[config.mk]
export PLATFORM = sky130hd
export DESIGN_NAME = steer_angle_scheduler
export DESIGN_NICKNAME = d
export VERILOG_FILES = /design/src/rtl/steer_angle_scheduler.sv
export SDC_FILE = /design/constraint.sdc
export NUM_CORES = 1
export LEC_CHECK = 0
export ABC_AREA = 1
export BUFFER_PORTS_ARGS = -buffer_cell sky130_fd_sc_hd__buf_4
export CORE_ASPECT_RATIO = 1.75
export CORE_UTILIZATION = 50
export DETAILED_ROUTE_END_ITERATION = 16
export GPL_TIMING_DRIVEN = 0
export PLACE_DENSITY = 0.72
export SLEW_MARGIN = 25
export SYNTH_ARGS = -nofsm -noshare
export SYNTH_HDL_FRONTEND = slang
export SYNTH_SLANG_ARGS = --single-unit
[constraint.sdc]
create_clock -name clock -period 3.3 [get_ports clock]
set_input_delay 0.33 -clock clock [delete_from_list [all_inputs] [get_ports clock]]
set_output_delay 0.33 -clock clock [all_outputs]
set_load 0.05 [all_outputs]
[src/rtl/steer_angle_scheduler.sv]
// steer_angle_scheduler: sequences target-angle moves for the swerve wheel
// modules. Commands are held per wheel as PENDING, granted round-robin while
// fewer than MAX_ACTIVE wheels are rotating, and each granted wheel's
// angle-to-PWM controller is pulsed with angle_update. The wheel then waits in
// ACTIVE for angle_done or a timeout.
// Optional build macro: SCHED_SKIP_IN_TOL_EN -- a granted wheel whose target is
// already within TOLERANCE of its encoder angle returns to IDLE without a move.
module steer_angle_scheduler #(
    parameter int NUM_WHEELS     = 4,
    parameter int MAX_ACTIVE     = 2,
    parameter int TIMEOUT_W      = 24,
    parameter int TIMEOUT_CYCLES = 5000000,
    parameter int TOLERANCE      = 20
) (
    input  logic                       clock,
    input  logic                       reset,
    input  logic                       cmd_valid,
    input  logic [1:0]                 cmd_wheel,
    input  logic [11:0]                cmd_angle,
    output logic                       cmd_ready,
    input  logic [NUM_WHEELS*12-1:0]   wheel_current_angle,
    input  logic [NUM_WHEELS-1:0]      wheel_angle_done,
    output logic [NUM_WHEELS*12-1:0]   wheel_target_angle,
    output logic [NUM_WHEELS-1:0]      wheel_angle_update,
    output logic [NUM_WHEELS-1:0]      wheel_busy,
    output logic [NUM_WHEELS-1:0]      wheel_timeout,
    input  logic                       status_clear,
    output logic                       all_done
);

    localparam int ANGLE_W = 12;
    localparam int PTR_W   = (NUM_WHEELS > 1) ? $clog2(NUM_WHEELS) : 1;

    typedef enum logic [1:0] {
        S_IDLE    = 2'd0,
        S_PENDING = 2'd1,
        S_ACTIVE  = 2'd2
    } state_t;

    state_t                               state_q [NUM_WHEELS];
    state_t                               state_d [NUM_WHEELS];
    logic [TIMEOUT_W-1:0]                 timer_q [NUM_WHEELS];
    logic [TIMEOUT_W-1:0]                 timer_d [NUM_WHEELS];
    logic [NUM_WHEELS-1:0][ANGLE_W-1:0]   target_q, target_d;
    logic [NUM_WHEELS-1:0]                update_q, update_d;
    logic [NUM_WHEELS-1:0]                timeout_q, timeout_d;
    logic [PTR_W-1:0]                     rr_q, rr_d;

    int                                   active_cnt;
    logic                                 grant_vld;
    logic [PTR_W-1:0]                     grant_idx;
    logic [PTR_W-1:0]                     slot;
    logic                                 grant_skip;
    logic [PTR_W-1:0]                     cmd_idx;
    logic                                 cmd_accept;
    logic [NUM_WHEELS-1:0]                new_timeout;

    assign cmd_idx = PTR_W'(cmd_wheel);

    // Count rotating wheels and pick the first PENDING wheel from the rr pointer.
    always_comb begin
        active_cnt = 0;
        grant_vld  = 1'b0;
        grant_idx  = '0;
        slot       = '0;
        for (int i = 0; i < NUM_WHEELS; i++) begin
            if (state_q[i] == S_ACTIVE) begin
                active_cnt = active_cnt + 1;
            end
        end
        for (int k = 0; k < NUM_WHEELS; k++) begin
            slot = PTR_W'((int'(rr_q) + k) % NUM_WHEELS);
            if (!grant_vld && state_q[slot] == S_PENDING) begin
                grant_vld = 1'b1;
                grant_idx = slot;
            end
        end
        // A slot freed by a wheel finishing this cycle only counts next cycle.
        if (active_cnt >= MAX_ACTIVE) begin
            grant_vld = 1'b0;
        end
    end

`ifdef SCHED_SKIP_IN_TOL_EN
    logic [ANGLE_W-1:0] grant_cur;
    logic [ANGLE_W-1:0] grant_tgt;
    logic [ANGLE_W-1:0] grant_mag;

    // Plain unsigned distance (no wrap-around) between target and encoder angle.
    always_comb begin
        grant_cur  = wheel_current_angle[int'(grant_idx)*ANGLE_W +: ANGLE_W];
        grant_tgt  = target_q[grant_idx];
        grant_mag  = (grant_tgt >= grant_cur) ? (grant_tgt - grant_cur) : (grant_cur - grant_tgt);
        grant_skip = (int'(grant_mag) <= TOLERANCE);
    end
`else
    logic unused_current_angle;
    assign unused_current_angle = ^wheel_current_angle;
    assign grant_skip = 1'b0;
`endif

    // A wheel being granted this cycle cannot take a new target.
    always_comb begin
        cmd_ready = 1'b0;
        if (state_q[cmd_idx] == S_IDLE) begin
            cmd_ready = 1'b1;
        end else if (state_q[cmd_idx] == S_PENDING && !(grant_vld && grant_idx == cmd_idx)) begin
            cmd_ready = 1'b1;
        end
        cmd_accept = cmd_valid && cmd_ready;
    end

    // Per-wheel next state, target latch, timer, update pulse and timeout flags.
    always_comb begin
        new_timeout = '0;
        update_d    = '0;
        target_d    = target_q;
        for (int i = 0; i < NUM_WHEELS; i++) begin
            state_d[i] = state_q[i];
            timer_d[i] = timer_q[i];
            case (state_q[i])
                S_IDLE: begin
                    if (cmd_accept && cmd_idx == PTR_W'(i)) begin
                        state_d[i]  = S_PENDING;
                        target_d[i] = cmd_angle;
                    end
                end
                S_PENDING: begin
                    if (grant_vld && grant_idx == PTR_W'(i)) begin
                        if (grant_skip) begin
                            state_d[i] = S_IDLE;
                        end else begin
                            state_d[i]  = S_ACTIVE;
                            timer_d[i]  = '0;
                            update_d[i] = 1'b1;
                        end
                    end else if (cmd_accept && cmd_idx == PTR_W'(i)) begin
                        target_d[i] = cmd_angle;
                    end
                end
                S_ACTIVE: begin
                    if (wheel_angle_done[i]) begin
                        state_d[i] = S_IDLE;
                        timer_d[i] = '0;
                    end else if (timer_q[i] == TIMEOUT_W'(TIMEOUT_CYCLES - 1)) begin
                        state_d[i]     = S_IDLE;
                        timer_d[i]     = '0;
                        new_timeout[i] = 1'b1;
                    end else begin
                        timer_d[i] = timer_q[i] + TIMEOUT_W'(1);
                    end
                end
                default: begin
                    state_d[i] = S_IDLE;
                end
            endcase
        end
        if (grant_vld) begin
            rr_d = (grant_idx == PTR_W'(NUM_WHEELS - 1)) ? '0 : grant_idx + PTR_W'(1);
        end else begin
            rr_d = rr_q;
        end
        // A timeout arriving with status_clear must not be lost.
        timeout_d = (timeout_q & ~{NUM_WHEELS{status_clear}}) | new_timeout;
    end

    // State registers; reset returns every wheel to IDLE with cleared outputs.
    always_ff @(posedge clock) begin
        if (reset) begin
            for (int i = 0; i < NUM_WHEELS; i++) begin
                state_q[i] <= S_IDLE;
                timer_q[i] <= '0;
            end
            target_q  <= '0;
            update_q  <= '0;
            timeout_q <= '0;
            rr_q      <= '0;
        end else begin
            for (int i = 0; i < NUM_WHEELS; i++) begin
                state_q[i] <= state_d[i];
                timer_q[i] <= timer_d[i];
            end
            target_q  <= target_d;
            update_q  <= update_d;
            timeout_q <= timeout_d;
            rr_q      <= rr_d;
        end
    end

    // Status outputs derived from the registered wheel states.
    always_comb begin
        wheel_busy = '0;
        for (int i = 0; i < NUM_WHEELS; i++) begin
            wheel_busy[i] = (state_q[i] != S_IDLE);
        end
        all_done = ~|wheel_busy;
    end

    assign wheel_target_angle = target_q;
    assign wheel_angle_update = update_q;
    assign wheel_timeout      = timeout_q;

endmodule

==> impl_summary.log, run 1 <==
INFO  metric run_status = completed
INFO  metric totalPowerFinal = 5530 uW
INFO  metric grt_pass1_vias = 7539
INFO  metric synthAdderAreaFrac = 1.36%
INFO  metric timing_max_transition_violations_final = 0
INFO  metric placed_cell_area = 0.00911 sq mm
INFO  metric die-area = 0.0171 sq mm
INFO  metric design_area = 0.00973 sq mm
INFO  metric clkSlewWorstSetupHoldPaths = 70 ps
INFO  metric crit_chain = inv_2, nor2_4, inv_2, nand2_1, nand2_1, xor2_1, inv_1, ha_1, nor2_1, nand2_1, o21ai_2, nand2_2, buf_6, nor2_1, nand2_1, nor2_2, a21boi_1, buf_4
INFO  metric die-width = 99.1 um
INFO  metric hpwlAfterDp = 15900 um
INFO  metric cell_leakage_power = 0.00398 uW
INFO  metric crit_type = register to output port
INFO  metric clk_latency = 430 ps
INFO  metric cts_buffers = 17
INFO  metric grt_start_max_net_pins = 17
INFO  metric floorplan.die.height = 172 um
INFO  metric grt_pass1_wl = 34200 um
INFO  metric worst_setup_path_end_kind = output port
INFO  metric antenna_found_initial = 0
INFO  metric xor_xnor_share_of_the_synthesized_area = 2.55%
INFO  metric worstHoldPathType = input port to register
INFO  metric ant_nets = 0
INFO  metric final_cell_mix = 237 x sky130_fd_sc_hd__nand2_1, 231 x sky130_fd_sc_hd__nor2_1, 160 x sky130_fd_sc_hd__dfxtp_1
INFO  metric drcViolationCount = 0
INFO  metric core_region = 0.0160 sq mm
INFO  metric detailedRoute.firstIterationViolations = 377
INFO  metric synth_compound_gate_area_share = 8.58%
INFO  metric numClockSinks = 164
INFO  metric layout.nets = 1400
INFO  metric root_buffer = sky130_fd_sc_hd__clkbuf_16
INFO  metric synth_mux_area_share = 0%
INFO  metric layout_commonest_cell = sky130_fd_sc_hd__nand2_1
INFO  metric synth_area = 0.00826 sq mm
INFO  metric max_cap_viol_count = 0
INFO  metric ys_types = 44
INFO  metric dominant_cell_type_by_area_after_synthesis = sky130_fd_sc_hd__dfxtp_1
INFO  metric critical_path_arrival = 2740 ps
INFO  metric ys_top_cells_by_area = sky130_fd_sc_hd__dfxtp_1 40%, sky130_fd_sc_hd__nand2_1 11%, sky130_fd_sc_hd__nor2_1 11%
INFO  metric start_kind = register
INFO  metric drt_first_pass_iters = 5
INFO  metric tritoncts = yes
INFO  metric port-buffer-count = 82
INFO  metric fin_crit = 3070 ps
INFO  metric vias = 8000
INFO  metric synth_top_family_by_area = simple AND/OR/NAND/NOR gates
INFO  metric synth.yosys.warnings = 0
INFO  metric finalSetupViolCount = 0
INFO  metric crit_path_max_fanout = 10
INFO  metric crit_path_frequent_cell = sky130_fd_sc_hd__nand2_1
INFO  metric crit_required = 2970 ps
INFO  metric postRouteWirelength = 20800 um
INFO  metric grt_overflow = 0
INFO  metric start_util = 51.5%
INFO  metric htreeDepth = 4
INFO  metric fin_crit_sh = 93.1%
INFO  metric post_route_cells_drive_above_1_share = 14.6%
INFO  metric vdd_drop_max = 0.326 mV
INFO  metric diodes = 0
INFO  metric rsz0062_at_grt = false
INFO  metric yosysSeqAreaShare = 39.8%
INFO  metric total_grt_usage = 25.1%
INFO  metric synthesis.area_per_instance = 6.79 sq um
INFO  metric timing.critical_path.slowest_stage_cell = sky130_fd_sc_hd__dfxtp_2
INFO  metric fin_util = 60.7%
INFO  metric syn2layout_area_growth = 17.9%
INFO  metric post_synth_and_or_nand_nor_area_fraction = 38.4%
INFO  metric syn_nets = 1295
INFO  metric finalHoldViolCount = 0
INFO  metric top_level_ports = 132
INFO  metric clock.fmax = 326 MHz
INFO  metric cts-hold-fix-buffers = 0
INFO  metric slew_worst_pin = 744 ps
INFO  metric power-per-cell-area = 569 mW/mm^2
INFO  metric max_stage_delay = 360 ps
INFO  metric standard_cell_rows = 61
INFO  metric viasPerCell = 5.26
INFO  metric wl_per_cell = 13.7 um
INFO  metric timing.slew.headroom = 50.4%
INFO  metric cts_buffer_depth = 2
INFO  metric post_synth_inst_count = 1216
INFO  metric yosysTopAreaCellShare = 39.8%
INFO  metric fin_skew = 9.67 ps
INFO  metric ys_seq_elements = 164
INFO  metric final_gp_congestion = 0.867
cells in the mapped netlist:
master / n
sky130_fd_sc_hd__nand2_1: 239
sky130_fd_sc_hd__nor3_2: 2
sky130_fd_sc_hd__nor2_2: 4
sky130_fd_sc_hd__nand3b_1: 4
sky130_fd_sc_hd__xor2_1: 22
sky130_fd_sc_hd__a221oi_1: 2
sky130_fd_sc_hd__and3_1: 5
sky130_fd_sc_hd__nor3_1: 41
sky130_fd_sc_hd__a21boi_0: 1
sky130_fd_sc_hd__nand3_1: 109
sky130_fd_sc_hd__inv_8: 1
sky130_fd_sc_hd__nor2_1: 233
sky130_fd_sc_hd__o21a_1: 2
sky130_fd_sc_hd__inv_2: 7
sky130_fd_sc_hd__o22ai_1: 3
sky130_fd_sc_hd__nor4_2: 1
sky130_fd_sc_hd__nand3_4: 1
sky130_fd_sc_hd__buf_1: 1
sky130_fd_sc_hd__o221a_2: 1
sky130_fd_sc_hd__a21oi_1: 67
sky130_fd_sc_hd__a211oi_1: 4
sky130_fd_sc_hd__or2_2: 5
sky130_fd_sc_hd__nand2_4: 2
sky130_fd_sc_hd__clkbuf_1: 11
sky130_fd_sc_hd__nor3_4: 4
sky130_fd_sc_hd__xnor2_1: 2
sky130_fd_sc_hd__dfxtp_1: 164
sky130_fd_sc_hd__a21oi_2: 1
sky130_fd_sc_hd__o21ai_0: 38
sky130_fd_sc_hd__inv_1: 138
sky130_fd_sc_hd__nand3_2: 1
sky130_fd_sc_hd__nor4_1: 19
sky130_fd_sc_hd__buf_6: 9
sky130_fd_sc_hd__clkinv_1: 1
sky130_fd_sc_hd__buf_4: 3
sky130_fd_sc_hd__buf_2: 8
sky130_fd_sc_hd__o21bai_1: 1
sky130_fd_sc_hd__nand4_1: 23
sky130_fd_sc_hd__nand2_2: 7
sky130_fd_sc_hd__or2_1: 2
sky130_fd_sc_hd__ha_1: 9
sky130_fd_sc_hd__o21ai_1: 7
sky130_fd_sc_hd__a31oi_1: 5
sky130_fd_sc_hd__nor2_4: 6
final timing paths:
kind                                     startpoint                     to  slack [ps]  cells past startpoint
worst max-delay path                  state_q[1][1]              cmd_ready         230                     18
worst min-delay path            wheel_angle_done[2]       wheel_timeout[2]         160                      4
worst max register to register        state_q[1][1]  wheel_target_angle[9]         300                     24
worst min register to register        timer_q[1][4]          timer_q[1][4]         460                      2
worst max-delay path, delay by kind of cell, from the launching register on:
kind	cells	cell delay, ps
buffers and inverters	5	560
AO/OA/AOI/OAI	2	170
AND/OR/NAND/NOR	9	820
adder cells (fa/ha/maj)	1	260
XOR/XNOR	1	130
flip-flops	1	360
kinds of logic after synthesis:
family                   Yosys count
AND/OR/NAND/NOR                  708
buffers and inverters            179
flip-flops                       164
AO/OA/AOI/OAI                    132
XOR/XNOR                          24
adder cells (fa/ha/maj)            9
cell type report:
cell class,instances,area [sq um]
buffer,32,209
clock buffer,18,429
clock inverter,13,116
fill,1556,6300
inverter,147,559
multi-input combinational,873,4250
sequential,164,3290
tap,189,236
timing repair buffer,86,646
through the flow:
stage               cells  TNS (ps)  worst slack (ps)  hold slack [ps]
floorplan            1216         0               182              436
global placement     1487     -70.1             -60.8              449
detailed placement   1487     -48.5             -48.5              451
CTS                  1518         0              4.96              157
global route         1522         0              21.7              184
finish               1522         0               228              164
timing repair:
action / 4_1_cts / 5_1_grt
endpoints found under the hold margin: 0 / 0
setup buffers: 0 / 4
pin swaps: 0 / 3
endpoints found under the setup margin: 2 / 79
gates resized for setup: 1 / 18
flip-flops by register name, indices dropped and copies added, names as in the netlist, named ones only:
register / count
wheel_target_angle: 48
rr_q: 2
wheel_timeout: 4
state_q: 8
wheel_angle_update: 4
timer_q: 96
where the power goes:
part	switching [uW]	internal, uW	leakage [uW]	total [uW]
sequential	75.1	2080	0.00133	2150
clock	874	986	0.000263	1860
combinational	1040	481	0.00239	1520
per-layer routing:
| metal | vias to the layer above | routed length [um] | GRT usage [%] |
|---|---|---|---|
| li1 | 4150 | - | - |
| met3 | 53 | 720 | 4.41 |
| met5 | - | 0 | 0 |
| met4 | 0 | 677 | 12.1 |
| met2 | 171 | 11200 | 48.6 |
| met1 | 3626 | 8240 | 25.7 |
Power figures use the tool's default switching activity.
==> run 2: changes to the inputs <==
Settings changed: PLACE_DENSITY 0.72 to default, PLACE_DENSITY_LB_ADDON from default to 0.05.
==> run 2 against run 1 <==
- highest routed layer unchanged
- first-iteration DRC count rose by 5.0%
- power up 3.2%
- largest cell class unchanged
- clock power rose by 9.7%
- worst setup slack worse by 12 ps
- sequential share of layout area fell by 0.22 points
==> impl_summary.log, run 2 (synthesis gave the netlist of run 1 again) <==
INFO  metric die-area = 0.0171 sq mm
INFO  metric crit_path_frequent_cell = sky130_fd_sc_hd__nand2_1
INFO  metric vdd_drop_max = 0.353 mV
INFO  metric run_status = completed
INFO  metric critical_path_arrival = 2750 ps
INFO  metric grt_pass1_vias = 7635
INFO  metric largest_register_ff_count = 96
INFO  metric numClockSinks = 164
INFO  metric power-per-cell-area = 583 mW/mm^2
INFO  metric count_of_filler_cells_inserted_in_the_layout = 1581
INFO  metric slew_worst_pin = 732 ps
INFO  metric top_level_ports = 132
INFO  metric syn2layout_area_growth = 18.7%
INFO  metric fin_skew = 8.46 ps
INFO  metric clk_latency = 430 ps
INFO  metric layout_commonest_cell = sky130_fd_sc_hd__nand2_1
INFO  metric rsz0062_at_grt = false
INFO  metric place_ws = -145 ps
INFO  metric cts_buffers = 17
INFO  metric crit_required = 2970 ps
INFO  metric cts_buffer_depth = 2
INFO  metric timing.critical_path.slowest_stage_cell = sky130_fd_sc_hd__dfxtp_4
INFO  metric ant_nets = 0
INFO  metric design_area = 0.00980 sq mm
INFO  metric cell_leakage_power = 0.00401 uW
INFO  metric postRouteWirelength = 21400 um
INFO  metric grt_overflow = 0
INFO  metric top_register = timer_q
INFO  metric grt_start_max_net_pins = 17
INFO  metric port-buffer-count = 82
INFO  metric drcViolationCount = 0
INFO  metric placed_cell_area = 0.00911 sq mm
INFO  metric grt_pass1_wl = 35000 um
INFO  metric max_stage_delay = 370 ps
INFO  metric sequential_cell_area = 0.00329 sq mm
INFO  metric worstHoldPathType = input port to register
INFO  metric root_buffer = sky130_fd_sc_hd__clkbuf_16
INFO  metric finalSetupViolCount = 0
INFO  metric layout.nets = 1399
INFO  metric finalHoldViolCount = 0
INFO  metric worst_setup_path_end_kind = output port
INFO  metric final_cell_mix = 237 x sky130_fd_sc_hd__nand2_1, 229 x sky130_fd_sc_hd__nor2_1, 160 x sky130_fd_sc_hd__dfxtp_1
INFO  metric clock.fmax = 324 MHz
INFO  metric tritoncts = yes
INFO  metric vias = 8087
INFO  metric floorplan.die.height = 172 um
INFO  metric crit_path_max_fanout = 10
INFO  metric clkSlewWorstSetupHoldPaths = 70 ps
INFO  metric total_grt_usage = 25.8%
INFO  metric htreeDepth = 4
INFO  metric viasPerCell = 5.31
INFO  metric totalNegativeSetupSlack = 0 ps
INFO  metric max_cap_viol_count = 0
INFO  metric antenna_found_initial = 0
INFO  metric post_route_cells_drive_above_1_share = 14.9%
INFO  metric hold_slack = 177 ps
INFO  metric detailedRoute.firstIterationViolations = 396
INFO  metric timing.slew.headroom = 51.2%
INFO  metric crit_chain = inv_2, nor2_4, inv_2, nand2_1, nand2_1, xor2_1, inv_1, ha_1, nor2_1, nand2_1, o21ai_2, nand2_2, buf_6, nor2_1, nand2_1, nor2_2, a21boi_1, buf_4
INFO  metric worst_slack = 216 ps
INFO  metric drt_first_pass_iters = 5
INFO  metric totalPowerFinal = 5710 uW
INFO  metric wl_per_cell = 14.1 um
INFO  metric core_region = 0.0160 sq mm
INFO  metric crit_type = register to output port
INFO  metric multi_input_comb_area = 0.00426 sq mm
INFO  metric start_util = 51.5%
INFO  metric die-width = 99.1 um
INFO  metric standard_cell_rows = 61
INFO  metric fin_crit = 3080 ps
INFO  metric start_kind = register
INFO  metric hpwlAfterDp = 16300 um
INFO  metric final_gp_congestion = 0.895
INFO  metric timing_max_transition_violations_final = 0
INFO  metric fin_crit_sh = 93.5%
INFO  metric diodes = 0
run 2: cell count changes in the layout (fill, tap and decap cells not counted), moves of 2 or more:
cell                        before  now
sky130_fd_sc_hd__nor2_1        231  229
sky130_fd_sc_hd__inv_6           6    4
sky130_fd_sc_hd__nor2_2          4    6
sky130_fd_sc_hd__bufinv_16       0    2
run 2: power breakdown:
part | switching (uW) | internal (uW) | leakage, uW
Combinational | 1050 | 468 | 0.00239
Sequential | 78.1 | 2080 | 0.00133
Clock | 882 | 1160 | 0.000294
Total | 2010 | 3700 | 0.00401
run 2: worst max-delay path, delay by kind of cell, from the launching register on:
kind	cells	cell delay [ps]
buffers and inverters	5	550
adder cells (fa/ha/maj)	1	260
flip-flops	1	370
AND/OR/NAND/NOR	9	860
XOR/XNOR	1	130
AO/OA/AOI/OAI	2	160
run 2: path summary, 6_finish.rpt:
kind / startpoint / endpoint / slack (ps) / depth (start not counted)
max: state_q[1][1] / cmd_ready / 220 / 18
min: wheel_angle_done[0] / timer_q[0][23] / 180 / 4
max reg2reg: state_q[3][1] / timer_q[2][14] / 320 / 19
min reg2reg: timer_q[2][23] / timer_q[2][23] / 470 / 2
run 2: per-layer routing:
| metal | track usage (%) | routed length, um | share of wire [%] | vias to the layer above |
|---|---|---|---|---|
| met5 | 0 | 0 | 0 | - |
| met4 | 11.4 | 617 | 2.9 | 0 |
| met2 | 50.6 | 11500 | 54 | 185 |
| met3 | 4.04 | 660 | 3.1 | 42 |
| li1 | - | - | - | 4151 |
| met1 | 26.7 | 8670 | 40 | 3709 |
run 2: cell type report:
type	count	area share (%)
Inverter	147	5.71
Clock buffer	18	4.48
Sequential cell	164	33.6
Clock inverter	14	1.70
Buffer	32	2.13
Multi-Input combinational cell	873	43.5
Tap cell	189	2.41
Timing Repair Buffer	85	6.51
run 2: through the flow:
step           utilization [%]  std cells
2_1_floorplan                -       1216
3_3_place_gp              56.8       1487
3_5_place_dp              56.8       1487
4_1_cts                   60.7       1519
5_1_grt                   61.2       1522
6_report                  61.2       1522
run 2: timing repair:
action	in CTS	in global routing
setup endpoints to repair	26	62
hold buffers	0	0
resized for setup	4	20
pin swaps	0	5
buffers inserted	0	3
==> run 3: changes to the inputs <==
Settings changed: CORE_ASPECT_RATIO 1.75 to 0.7.
==> run 3 against run 2 <==
- non-clock buffer count fell by 1
- cell area hardly changed
- routed wire length fell by 2.4%
- largest cell class unchanged
==> impl_summary.log, run 3 (synthesis gave the netlist of run 1 again) <==
INFO  metric run_status = completed
INFO  metric standard_cell_rows = 38
INFO  metric postRouteWirelength = 20900 um
INFO  metric timing_max_transition_violations_final = 0
INFO  metric die-width = 156 um
INFO  metric crit_required = 2970 ps
INFO  metric vias = 8027
INFO  metric power-per-cell-area = 576 mW/mm^2
INFO  metric critical_path_arrival = 2720 ps
INFO  metric rrSetupSlack = 260 ps
INFO  metric final_cell_mix = 236 x sky130_fd_sc_hd__nand2_1, 231 x sky130_fd_sc_hd__nor2_1, 157 x sky130_fd_sc_hd__dfxtp_1
INFO  metric drcViolationCount = 0
INFO  metric crit_path_max_fanout = 9
INFO  metric finalHoldViolCount = 0
INFO  metric cts_buffer_depth = 2
INFO  metric crit_type = register to output port
INFO  metric die-area = 0.0170 sq mm
INFO  metric p_int = 3620 uW
INFO  metric tritoncts = yes
INFO  metric worstHoldPathType = input port to register
INFO  metric routed-wl-met2 = 8430 um
INFO  metric clkSlewWorstSetupHoldPaths = 60 ps
INFO  metric hold_end = timer_q[0][23]
INFO  metric numClockSinks = 164
INFO  metric met1_length = 11200 um
INFO  metric worst_setup_path_end_kind = output port
INFO  metric core_region = 0.0158 sq mm
INFO  metric highest_layer = met4
INFO  metric power.switching_fraction = 35.8%
INFO  metric diodes = 0
INFO  metric fin_util = 61.9%
INFO  metric drt_first_pass_iters = 5
INFO  metric totalPowerFinal = 5640 uW
INFO  metric p_switching = 2020 uW
INFO  metric fin_skew = 10.3 ps
INFO  metric start_kind = register
INFO  metric grt_start_max_net_pins = 17
INFO  metric worst-r2r-cell-count = 18
INFO  metric critPathLaunch = state_q[1][1]
INFO  metric fin_crit = 3050 ps
INFO  metric ant_nets = 0
INFO  metric min_path_cells = 4
INFO  metric grt_overflow = 0
INFO  metric timing.slew.headroom = 56.9%
INFO  metric rr_endpoint = timer_q[1][15]
INFO  metric layout.nets = 1398
INFO  metric clock.fmax = 328 MHz
INFO  metric cell_leakage_power = 0.00398 uW
INFO  metric cts_buffers = 17
INFO  metric power.combinational.fraction = 27.9%
INFO  metric clk_latency = 430 ps
INFO  metric power_frac_clock = 33.9%
INFO  metric post_route_cells_drive_above_1_share = 14.8%
INFO  metric floorplan.die.height = 110 um
INFO  metric htreeDepth = 4
INFO  metric detailedRoute.firstIterationViolations = 675
INFO  metric grt_pass1_wl = 34600 um
INFO  metric antenna_found_initial = 0
INFO  metric largest_register_ff_count = 96
INFO  metric root_buffer = sky130_fd_sc_hd__clkbuf_16
INFO  metric viasPerCell = 5.17
INFO  metric placed_cell_area = 0.00915 sq mm
INFO  metric worst_hold_startpoint = wheel_angle_done[0]
INFO  metric wl_met3 = 1170 um
INFO  metric vdd_drop_max = 0.294 mV
INFO  metric start_util = 52.1%
INFO  metric syn2layout_area_growth = 18.7%
INFO  metric totalNegativeSetupSlack = 0 ps
INFO  metric port-buffer-count = 82
INFO  metric layout_commonest_cell = sky130_fd_sc_hd__nand2_1
INFO  metric final_gp_congestion = 0.932
INFO  metric top_level_ports = 132
INFO  metric max_cap_viol_count = 0
INFO  metric top_register = timer_q
INFO  metric slew_worst_pin = 647 ps
INFO  metric total_grt_usage = 25.7%
INFO  metric power.sequential.fraction = 38.2%
INFO  metric finalSetupViolCount = 0
INFO  metric fin_crit_sh = 92.3%
INFO  metric hpwlAfterDp = 15600 um
INFO  metric cts-hold-fix-buffers = 0
INFO  metric r2r_start = rr_q[0]
INFO  metric hold_slack = 173 ps
INFO  metric grt_pass1_vias = 7139
INFO  metric design_area = 0.00980 sq mm
INFO  metric wl_per_cell = 13.5 um
## run 3: changes by cell type in the layout (fill, tap and decap cells not counted), sizes merged
cell,change
clkinvlp,+3
inv,-1
buf,-1
clkbuf,-1
bufinv,-1
## run 3: worst max-delay path by stage
stage                     endpoint  slack [ps]  depth (start not counted)
floorplan                cmd_ready         180                         17
global placement    timer_q[1][11]        -130                         17
detailed placement  timer_q[1][11]         -70                         17
CTS                      cmd_ready          80                         18
global route        timer_q[3][18]          -4                         22
finish                   cmd_ready         250                         18
## run 3: through the flow
step	std cells	worst slack, ps
finish	1552	254
global route	1552	-3.75
CTS	1550	79.3
detailed placement	1518	-71.3
global placement	1518	-126
floorplan	1216	182
## run 3: final cells by class
| cell class | instances | area (sq um) |
|---|---|---|
| Fill cell | 1528 | 6030 |
| Buffer | 32 | 213 |
| Clock buffer | 17 | 425 |
| Clock inverter | 15 | 145 |
| Inverter | 147 | 562 |
| Sequential cell | 164 | 3290 |
| Tap cell | 220 | 275 |
| Multi-Input combinational cell | 873 | 4260 |
| Timing Repair Buffer | 84 | 631 |
## run 3: power groups by stage
| stage | Sequential [uW] | Combinational, uW | Clock (uW) |
|---|---|---|---|
| final | 2160 | 1570 | 1920 |
| after global routing | 2170 | 1750 | 2040 |
| after floorplan | 2350 | 948 | 0 |
| after detailed placement | 2190 | 1490 | 0 |
| after global placement | 2190 | 1470 | 0 |
| after CTS | 2150 | 1510 | 1950 |
## run 3: critical path, stage by stage, from the launching register on
cell                       delay [ps]
sky130_fd_sc_hd__dfxtp_4          360
sky130_fd_sc_hd__inv_2            100
sky130_fd_sc_hd__nor2_4            50
sky130_fd_sc_hd__inv_1            110
sky130_fd_sc_hd__nand2_2           70
sky130_fd_sc_hd__nand2_1           70
sky130_fd_sc_hd__xor2_1           140
sky130_fd_sc_hd__inv_1             50
sky130_fd_sc_hd__ha_1             260
sky130_fd_sc_hd__nor2_1            80
sky130_fd_sc_hd__nand2_1           70
sky130_fd_sc_hd__o21ai_2           80
sky130_fd_sc_hd__nand2_2          110
sky130_fd_sc_hd__buf_8            160
sky130_fd_sc_hd__nor2_2            70
sky130_fd_sc_hd__nand2_1           60
sky130_fd_sc_hd__nor2_2           140
sky130_fd_sc_hd__a21boi_0         100
sky130_fd_sc_hd__buf_4            200
## run 3: timing repair
item	CTS	global route
endpoints found under the setup margin	8	109
buffers inserted	0	2
gates resized for setup	2	23
pin swaps	0	3
## run 3: metal layers
layer | GRT usage [%] | vias to the layer above
li1 | - | 4146
met1 | 38.2 | 3672
met2 | 37.6 | 199
met5 | 0 | -
met4 | 6.79 | 0
met3 | 5.01 | 10
